<file path="config.mk">
export PLATFORM = sky130hd
export DESIGN_NAME = wb_port_arbiter
export DESIGN_NICKNAME = d
export VERILOG_FILES = /design/src/rtl/wb_port_arbiter.sv
export SDC_FILE = /design/constraint.sdc
export NUM_CORES = 1
export LEC_CHECK = 0
export CAP_MARGIN = 30
export CORE_UTILIZATION = 45
export CTS_CLUSTER_SIZE = 30
export DETAILED_ROUTE_END_ITERATION = 10
export PLACE_DENSITY = 0.82
export SYNTH_ARGS = -nofsm -noshare
export SYNTH_HDL_FRONTEND = slang
export SYNTH_SLANG_ARGS = --single-unit
</file>
<file path="constraint.sdc">
create_clock -name clk -period 5.7 [get_ports clk]
set_input_delay 0.855 -clock clk [delete_from_list [all_inputs] [get_ports clk]]
set_output_delay 0.855 -clock clk [all_outputs]
set_load 0.1 [all_outputs]
</file>
<file path="src/rtl/wb_port_arbiter.sv">
// -----------------------------------------------------------------------------
// wb_port_arbiter
//   Shares the single register-file write port between the in-order writeback
//   stage (pipe) and a long-latency result source (ll). The pipe has priority.
//   ll results wait in a small FIFO. A starvation counter forces one FIFO drain
//   after STARVE_MAX consecutive pipe wins over a non-empty FIFO. A hazard
//   check flags decode sources that match the rd of any queued entry.
//
// Ports
//   clk, rst                      clock, asynchronous active-high reset
//   pipe_valid/_rd/_data          writeback stage result
//   pipe_ready                    pipe result consumed this cycle
//   ll_valid/_rd/_data            long-latency result
//   ll_ready                      FIFO accepts an ll result at this edge
//   hz_rs1, hz_rs2, hz_hit        decode-stage hazard check against the FIFO
//   regfile_w_en/_reg/_data       register-file write port
//   wb_bp_reg, wb_bp_val          bypass copy of the write port
// -----------------------------------------------------------------------------
module wb_port_arbiter #(
  parameter int DEPTH      = 2,
  parameter int STARVE_MAX = 4
) (
  input  logic        clk,
  input  logic        rst,
  input  logic        pipe_valid,
  input  logic [4:0]  pipe_rd,
  input  logic [31:0] pipe_data,
  output logic        pipe_ready,
  input  logic        ll_valid,
  input  logic [4:0]  ll_rd,
  input  logic [31:0] ll_data,
  output logic        ll_ready,
  input  logic [4:0]  hz_rs1,
  input  logic [4:0]  hz_rs2,
  output logic        hz_hit,
  output logic        regfile_w_en,
  output logic [4:0]  regfile_w_reg,
  output logic [31:0] regfile_w_data,
  output logic [4:0]  wb_bp_reg,
  output logic [31:0] wb_bp_val
);

  localparam int PTR_W = (DEPTH > 1) ? $clog2(DEPTH) : 1;
  localparam int CNT_W = $clog2(DEPTH + 1);
  localparam int SC_W  = (STARVE_MAX > 1) ? $clog2(STARVE_MAX) : 1;

  localparam logic [CNT_W-1:0] DEPTH_C     = CNT_W'(DEPTH);
  localparam logic [PTR_W-1:0] PTR_LAST    = PTR_W'(DEPTH - 1);
  localparam logic [SC_W-1:0]  STARVE_LAST = SC_W'(STARVE_MAX - 1);

  typedef enum logic {PIPE_PRI, FORCE} state_t;

  state_t            state, state_nxt;
  logic [SC_W-1:0]   starve_cnt, starve_nxt;
  logic [CNT_W-1:0]  count;
  logic [PTR_W-1:0]  wr_ptr, rd_ptr;
  logic [DEPTH-1:0]  valid_q;
  logic [4:0]        rd_q   [DEPTH];
  logic [31:0]       data_q [DEPTH];

  logic fifo_empty, pipe_req, enq, fifo_win, pipe_win, pipe_over;

  function automatic logic [PTR_W-1:0] ptr_inc(input logic [PTR_W-1:0] p);
    return (p == PTR_LAST) ? '0 : p + 1'b1;
  endfunction

  // ---------------------------------------------------------------------------
  // Grant
  // ---------------------------------------------------------------------------
  assign fifo_empty = (count == '0);
  assign pipe_req   = pipe_valid && (pipe_rd != '0);
  assign pipe_ready = (state != FORCE);
  assign ll_ready   = !rst && (count < DEPTH_C);
  // rd=0 ll results are acknowledged through ll_ready but never stored.
  assign enq        = ll_valid && ll_ready && (ll_rd != '0);
  assign fifo_win   = !fifo_empty && ((state == FORCE) || !pipe_req);
  assign pipe_win   = pipe_req && pipe_ready && !fifo_win;
  assign pipe_over  = pipe_win && !fifo_empty;

  always_comb begin
    regfile_w_en   = 1'b0;
    regfile_w_reg  = '0;
    regfile_w_data = '0;
    if (fifo_win) begin
      regfile_w_en   = 1'b1;
      regfile_w_reg  = rd_q[rd_ptr];
      regfile_w_data = data_q[rd_ptr];
    end else if (pipe_win) begin
      regfile_w_en   = 1'b1;
      regfile_w_reg  = pipe_rd;
      regfile_w_data = pipe_data;
    end
  end

  assign wb_bp_reg = regfile_w_reg;
  assign wb_bp_val = regfile_w_data;

  // Hazard check covers every valid entry, including a head being written now.
  always_comb begin
    hz_hit = 1'b0;
    for (int i = 0; i < DEPTH; i++) begin
      if (valid_q[i] && (((hz_rs1 != '0) && (rd_q[i] == hz_rs1)) ||
                         ((hz_rs2 != '0) && (rd_q[i] == hz_rs2))))
        hz_hit = 1'b1;
    end
  end

  // ---------------------------------------------------------------------------
  // Starvation FSM: FORCE lasts exactly one cycle and drains one entry.
  // ---------------------------------------------------------------------------
  always_comb begin
    state_nxt  = state;
    starve_nxt = '0;
    case (state)
      PIPE_PRI: begin
        if (pipe_over) begin
          if (starve_cnt == STARVE_LAST) state_nxt  = FORCE;
          else                           starve_nxt = starve_cnt + 1'b1;
        end
      end
      FORCE:    state_nxt = PIPE_PRI;
      default:  state_nxt = PIPE_PRI;
    endcase
  end

  // NOTE: sequential state uses non-blocking assignments so every register
  // samples the pre-edge values of the others, independent of statement order.
  always_ff @(posedge clk or posedge rst) begin
    if (rst) begin
      state      <= PIPE_PRI;
      starve_cnt <= '0;
      count      <= '0;
      wr_ptr     <= '0;
      rd_ptr     <= '0;
      valid_q    <= '0;
    end else begin
      state      <= state_nxt;
      starve_cnt <= starve_nxt;
      if (fifo_win) begin
        rd_ptr          <= ptr_inc(rd_ptr);
        valid_q[rd_ptr] <= 1'b0;
      end
      if (enq) begin
        wr_ptr          <= ptr_inc(wr_ptr);
        valid_q[wr_ptr] <= 1'b1;
      end
      case ({enq, fifo_win})
        2'b10:   count <= count + 1'b1;
        2'b01:   count <= count - 1'b1;
        default: count <= count;
      endcase
    end
  end

  // NOTE: the payload storage has no reset; valid_q and count qualify every
  // read, so stale contents after reset are never observable.
  always_ff @(posedge clk) begin
    if (enq) begin
      rd_q[wr_ptr]   <= ll_rd;
      data_q[wr_ptr] <= ll_data;
    end
  end

endmodule
</file>
==> results of run 1 <==
[state kept, by name, summed over array words and instances (netlist names)]
| signal | flops |
|---|---|
| count | 2 |
| starve_cnt | 2 |
| rd_q | 10 |
| rd_ptr | 1 |
| state | 1 |
| data_q | 64 |
| wr_ptr | 1 |
| valid_q | 2 |
[cell families (layout without fill, tap and decap cells)]
family / after synthesis / after routing / synth area share, %
AOI/OAI and AO/OA: 44 / 44 / 7.73
DFF: 83 / 83 / 60.0
xor gates and xnor gates: 25 / 25 / 5.37
buffers and inverters: 57 / 188 / 9.76
muxes: 37 / 37 / 9.09
adders and majority gates: 2 / 2 / 0.614
and+or+nand+nor: 65 / 65 / 7.40
[cells in the mapped netlist, types with 2 or more instances]
master	n	share of area [%]
mux2i_1	37	9.1
clkbuf_1	10	0.92
buf_4	37	6.8
nor2_1	7	0.64
xnor2_1	16	3.4
nand3_1	4	0.49
inv_1	3	0.28
xor2_1	9	1.9
buf_6	6	1.7
dfrtp_1	9	5.5
nand2_1	39	3.6
edfxtp_1	74	55
or4_1	4	0.74
o31ai_1	35	6.4
ha_1	2	0.61
nor4_1	4	0.61
and3_1	2	0.31
o21ai_0	6	0.74
[how the worst min path moves through the flow]
stage / start / to / cells past startpoint
3_5_place_dp: starve_cnt[0]$_DFF_PP0_ / starve_cnt[0]$_DFF_PP0_ / 1
2_1_floorplan: starve_cnt[0]$_DFF_PP0_ / starve_cnt[0]$_DFF_PP0_ / 1
5_1_grt: starve_cnt[0]$_DFF_PP0_ / starve_cnt[0]$_DFF_PP0_ / 1
4_1_cts: starve_cnt[0]$_DFF_PP0_ / starve_cnt[0]$_DFF_PP0_ / 1
6_report: starve_cnt[0]$_DFF_PP0_ / starve_cnt[0]$_DFF_PP0_ / 1
3_3_place_gp: starve_cnt[0]$_DFF_PP0_ / starve_cnt[0]$_DFF_PP0_ / 1
[area by class of cell]
| type | instances | area, µm² | area share (%) |
|---|---|---|---|
| Clock buffer | 11 | 131 | 2.35 |
| Clock inverter | 3 | 65.1 | 1.16 |
| Inverter | 4 | 15.0 | 0.269 |
| Multi-Input combinational cell | 173 | 1250 | 22.5 |
| Sequential cell | 83 | 2450 | 43.8 |
| Tap cell | 108 | 135 | 2.42 |
| Timing Repair Buffer | 170 | 1540 | 27.5 |
[layer usage]
layer / up-vias / wire length, µm
met1: 1352 / 3550
met3: 12 / 490
met2: 96 / 4630
li1: 1368 / -
met4: 0 / 141
met5: - / 0
[through the flow]
step | cell area (µm²) | setup slack [ns]
CTS | 5590 | 1.55
global route | 5590 | 1.39
detailed placement | 5390 | 1.55
floorplan | 4080 | 0.128
global placement | 5330 | 1.40
finish | 5590 | 1.55
[worst register-to-register path, cell delays in order (launching register included)]
cell and delay, ns:
dfrtp_1 0.40, nor2b_1 0.32, o21a_2 0.52, nand2b_4 0.27, inv_2 0.05, ha_1 0.21, xnor2_1 0.13, nor2_1 0.12
xor2_1 0.15
[where the power goes]
part           internal [W]  switching [W]
registers          0.000751      0.0000417
logic              0.000414        0.00148
clock network      0.000242       0.000190
total               0.00141        0.00171
==> summary.txt, run 1 <==
Yosys
  • Yosys warns: 0
  • Ys flop type: edfxtp_1
  • Sequential area share after synthesis: 60.0%
  • Synth Register Bits: 83
  • Cell count after synthesis: 313
  • Asr flop ratio synth: 10.8%
  • Number of distinct library cells after synthesis: 27
  • Synth Area per Inst: 13.0 µm²
  • Number of synthesized flops with an enable pin: 74
  • Post-Synthesis Cell Area: 4080 µm²
  • Syn Nets: 403

Die
  • Die width: 97.2 µm
  • Core area: 8760 µm²
  • Die area: 9440 µm²
  • Die Span Y: 97.2 µm
  • IO Count: 166
  • Row cnt: 34
  • Starting Density: 46.5%

GRT
  • Grt peak-use layer: met2
  • Total global routing track utilization: 19.2%
  • Met2 Resource Use GR: 34.0%
  • Met3 usage: 4.68%
  • Number of global-route vias before repair: 2835
  • Largest net degree at the start of global routing: 41
  • Initial antenna violation count: 0
  • First-pass GRT wire length: 14300 µm
  • Global route overflow: 0
  • Routing usage on met1: 22.5%

Timing
  • Post-route setup TNS: 0 ns
  • Worst-Margin Slew: 1.00 ns
  • Hold slack: 0.458 ns
  • Period utilization: 72.9%
  • Slew Limit Fails: 0
  • Slew headroom: 33.2%
  • Minimum clock period: 4.15 ns
  • Unrepaired setup endpoints after global routing: no
  • Final setup violation count: 0
  • Worst clock skew: 0.00639 ns
  • Fmax: 241 MHz
  • Final hold violations: 0

Clocking
  • TritonCTS Buffers: 9
  • TritonCTS sink count: 83
  • Worst-path clk slew: 0.07 ns
  • Post-CTS Resized: 0
  • Skew-Pair Late Insertion Delay: 0.33 ns
  • Hold-fix buffers, CTS: 0
  • Max clock buf depth: 2
  • Clock Root Buffer: clkbuf_8
  • H-tree Lvls: 3
  • CTS tree: yes
  • Post-CTS setup buffer count: 0

Job
  • Max Cap Viol: 0

Worst setup path
  • Nature of the critical path startpoint: input pin
  • CP Cell Sequence: clkdlybuf4s50_1, or4_1, nor2_1, nor4_1, o21ai_0, nand2_1, clkdlybuf4s50_1
  • Crit-path max FO: 3
  • Reg2Reg Depth: 8
  • Reg-to-Reg End: count[1]$_DFFE_PP0P_
  • CP endpoint kind: primary output
  • Crit path buffers/inverters: 2
  • Critical Path RT: 4.85 ns
  • Worst reg2reg startpoint: state$_DFF_PP0_
  • CP dominant cell by count: clkdlybuf4s50_1
  • Crit. Startpoint: hz_rs2[1]
  • Reg2reg setup slack: 3.46 ns
  • Stages on worst setup path: 7
  • Critical path class: input pin to primary output
  • Crit-path leading delay family: buffers and inverters
  • Critical path's largest stage delay: 0.96 ns
  • CP endpoint: hz_hit
  • Worst path arrival time: 3.30 ns
  • Worst path slowest cell: clkdlybuf4s50_1

Route
  • DRT Pass-1 Iters: 5
  • Wire length per cell: 16.0 µm
  • Post-route ant nets: 0
  • DRC: 0
  • DR iter-0 viols: 90
  • DR vias/cell: 5.12
  • Final WL: 8810 µm
  • Routed vias: 2828

Cells and area
  • Diode count: 0
  • Most frequent cells in the layout: clkdlybuf4s50_1, buf_4, edfxtp_1
  • Fin util: 63.8%
  • Layout cells sized above 1: 22.5%
  • Most common cell after layout, fill and taps aside: clkdlybuf4s50_1
  • Filler Cell Count: 661
  • Syn-to-layout area delta: 37.1%
  • Final cell count without fillers: 552
  • Final net count: 531

Pwr
  • Leak: 2.20 nW
  • Overall Power: 0.00311 W
  • Pwr Density: 557 nW/µm²
  • VDD IR max: 0.384 mV

Min path
  • Class of the most critical hold timing path: register to register

Placed design
  • Placed cells: 538
  • Placer congestion estimate: 0.903
  • Port Buf Inserts: 165
  • Hpwl dp: 6300 µm

Outcome
  • Status: finished clean
Power figures use the tool's default switching activity.
==> run 2, diff against run 1 <==
Settings changed: CORE_UTILIZATION 45 to 43, PLACE_DENSITY 0.82 to 0.79.
Clock period 5.7 ns to 4.2 ns, I/O delays scaled along.
==> run 2 against run 1 <==
Compared with the run above:
- via count increased by 5.3%
- sequential power increased by 41%
- cell count up 5.1%
- highest routed layer unchanged
- worst setup slack worse by 0.90 ns
- critical path depth is 1 lower
- non-clock buffer count rose by 23
- sequential share of layout area shrank 4.9 points
- sequential cell count unchanged
==> summary.txt, run 2 (synthesized netlist as in run 1, its figures left out) <==
Timing
  • Worst-Margin Slew: 0.986 ns
  • Unrepaired setup endpoints after global routing: no
  • Hold slack: 0.449 ns
  • Fmax: 281 MHz
  • Minimum clock period: 3.56 ns
  • Slew headroom: 34.1%
  • Worst clock skew: 0.0184 ns
  • Period utilization: 84.7%
  • Final hold violations: 0
  • Final setup violation count: 0
  • Slew Limit Fails: 0

GRT
  • First-pass GRT wire length: 15000 µm
  • Initial antenna violation count: 0
  • Total global routing track utilization: 19.8%
  • Global route overflow: 0
  • Largest net degree at the start of global routing: 38
  • Number of global-route vias before repair: 3100

Worst setup path
  • CP endpoint kind: primary output
  • Critical Path RT: 3.57 ns
  • Worst path arrival time: 2.93 ns
  • Reg-to-Reg End: count[1]$_DFFE_PP0P_
  • Reg2Reg Depth: 9
  • Critical path class: input pin to primary output
  • Reg2reg setup slack: 1.81 ns
  • Nature of the critical path startpoint: input pin
  • Worst reg2reg startpoint: state$_DFF_PP0_
  • Crit-path max FO: 20

Clocking
  • TritonCTS sink count: 83
  • Max clock buf depth: 2
  • Post-CTS setup buffer count: 0
  • Clock Root Buffer: clkbuf_8
  • Skew-Pair Late Insertion Delay: 0.34 ns
  • H-tree Lvls: 3
  • Worst-path clk slew: 0.08 ns
  • Post-CTS Resized: 0
  • TritonCTS Buffers: 9
  • Hold-fix buffers, CTS: 0
  • CTS tree: yes

Route
  • DR iter-0 viols: 119
  • Routed vias: 2977
  • Post-route ant nets: 0
  • Final WL: 9580 µm
  • DRC: 0
  • Wire length per cell: 16.5 µm
  • DRT Pass-1 Iters: 4
  • DR vias/cell: 5.13

Pwr
  • Overall Power: 0.00464 W
  • VDD IR max: 0.490 mV
  • Leak: 2.48 nW
  • Switching share of power: 52.0%
  • Comb pwr share: 63.8%
  • NetSw: 0.00241 W
  • Pwr Density: 739 nW/µm²
  • Sequential Power Share: 24.2%
  • Internal power: 0.00223 W
  • Clk pwr share: 12.0%

Cells and area
  • Max reg flops: 64
  • Largest register by flop count: data_q
  • Largest regs: data_q: 64 flops, rd_q: 10 flops
  • Syn-to-layout area delta: 54.2%
  • Diode count: 0
  • Layout cells sized above 1: 27.3%
  • Most common cell after layout, fill and taps aside: clkdlybuf4s50_1
  • Final net count: 554
  • Most frequent cells in the layout: clkdlybuf4s50_1, edfxtp_1, buf_4

Die
  • Row cnt: 35
  • Die width: 99.4 µm
  • Starting Density: 44.3%
  • Core area: 9200 µm²
  • Die Span Y: 99.4 µm
  • Die area: 9870 µm²
  • IO Count: 166

Min path
  • WHS Path Cells: 1
  • Hold EP: starve_cnt[0]$_DFF_PP0_
  • Hold wc startpoint: starve_cnt[0]$_DFF_PP0_
  • Class of the most critical hold timing path: register to register

Placed design
  • Port Buf Inserts: 165
  • Hpwl dp: 7240 µm
  • Placer congestion estimate: 0.782

Outcome
  • Status: finished clean

Job
  • Max Cap Viol: 0
run 2: changes by cell type in the layout (fill, tap and decap cells not counted), moves of 2 or more:
| cell | previous run | this run |
|---|---|---|
| buf_12 | 3 | 43 |
| buf_4 | 77 | 61 |
| clkdlybuf4s50_1 | 90 | 88 |
| o21ai_0 | 6 | 4 |
| o21ai_1 | 0 | 2 |
run 2: routing by layer:
metal	up-vias	global-route usage [%]	part of all wire, %
li1	1421	-	-
met1	1431	22.2	38
met2	110	36.6	54
met3	15	3.87	5.6
met4	0	8.48	2.0
met5	-	0	0
run 2: power by group through the flow:
stage / combinational [W] / clock, W / sequential, W
after floorplan: 0.00221 / 0 / 0.00108
after global placement: 0.00293 / 0 / 0.00114
after detailed placement: 0.00297 / 0 / 0.00115
after CTS: 0.00298 / 0.000565 / 0.00113
after global routing: 0.00306 / 0.000597 / 0.00114
final: 0.00296 / 0.000557 / 0.00112
run 2: final cells by class:
| type | count | area (µm²) |
|---|---|---|
| timing repair buffer | 193 | 2230 |
| sequential | 83 | 2450 |
| inverter | 4 | 15.0 |
| tap | 111 | 139 |
| clock buffer | 12 | 145 |
| fill | 637 | 2910 |
| clock inverter | 4 | 51.3 |
| multi-input combinational | 173 | 1260 |
run 2: how the worst max path moves through the flow:
stage / slack [ns] / cells past startpoint / end / from
3_3_place_gp: 0.70 / 5 / regfile_w_data[13] / pipe_rd[0]
6_report: 0.64 / 6 / regfile_w_data[12] / pipe_rd[0]
5_1_grt: 0.54 / 6 / wb_bp_val[10] / pipe_rd[0]
3_5_place_dp: 0.64 / 6 / wb_bp_val[10] / pipe_rd[0]
4_1_cts: 0.63 / 5 / regfile_w_data[24] / pipe_rd[0]
2_1_floorplan: -0.92 / 6 / wb_bp_val[25] / pipe_rd[0]
run 2: critical path, stage by stage:
cell and delay [ns]:
clkdlybuf4s50_1 0.42, or4_1 0.52, o21a_2 0.37, buf_4 0.25, o31ai_1 0.37, buf_4 0.37
run 2: through the flow:
step           setup TNS, ns  utilization, %  area [µm²]  instances  setup WS (ns)
6_report                   0            68.4        6290        580          0.644
5_1_grt                    0            68.4        6290        580          0.538
4_1_cts                    0            68.4        6290        580          0.631
3_5_place_dp               0            66.2        6090        564          0.644
3_3_place_gp               0            65.7        6040        562          0.700
2_1_floorplan         -42.85               -        4090        313         -0.922
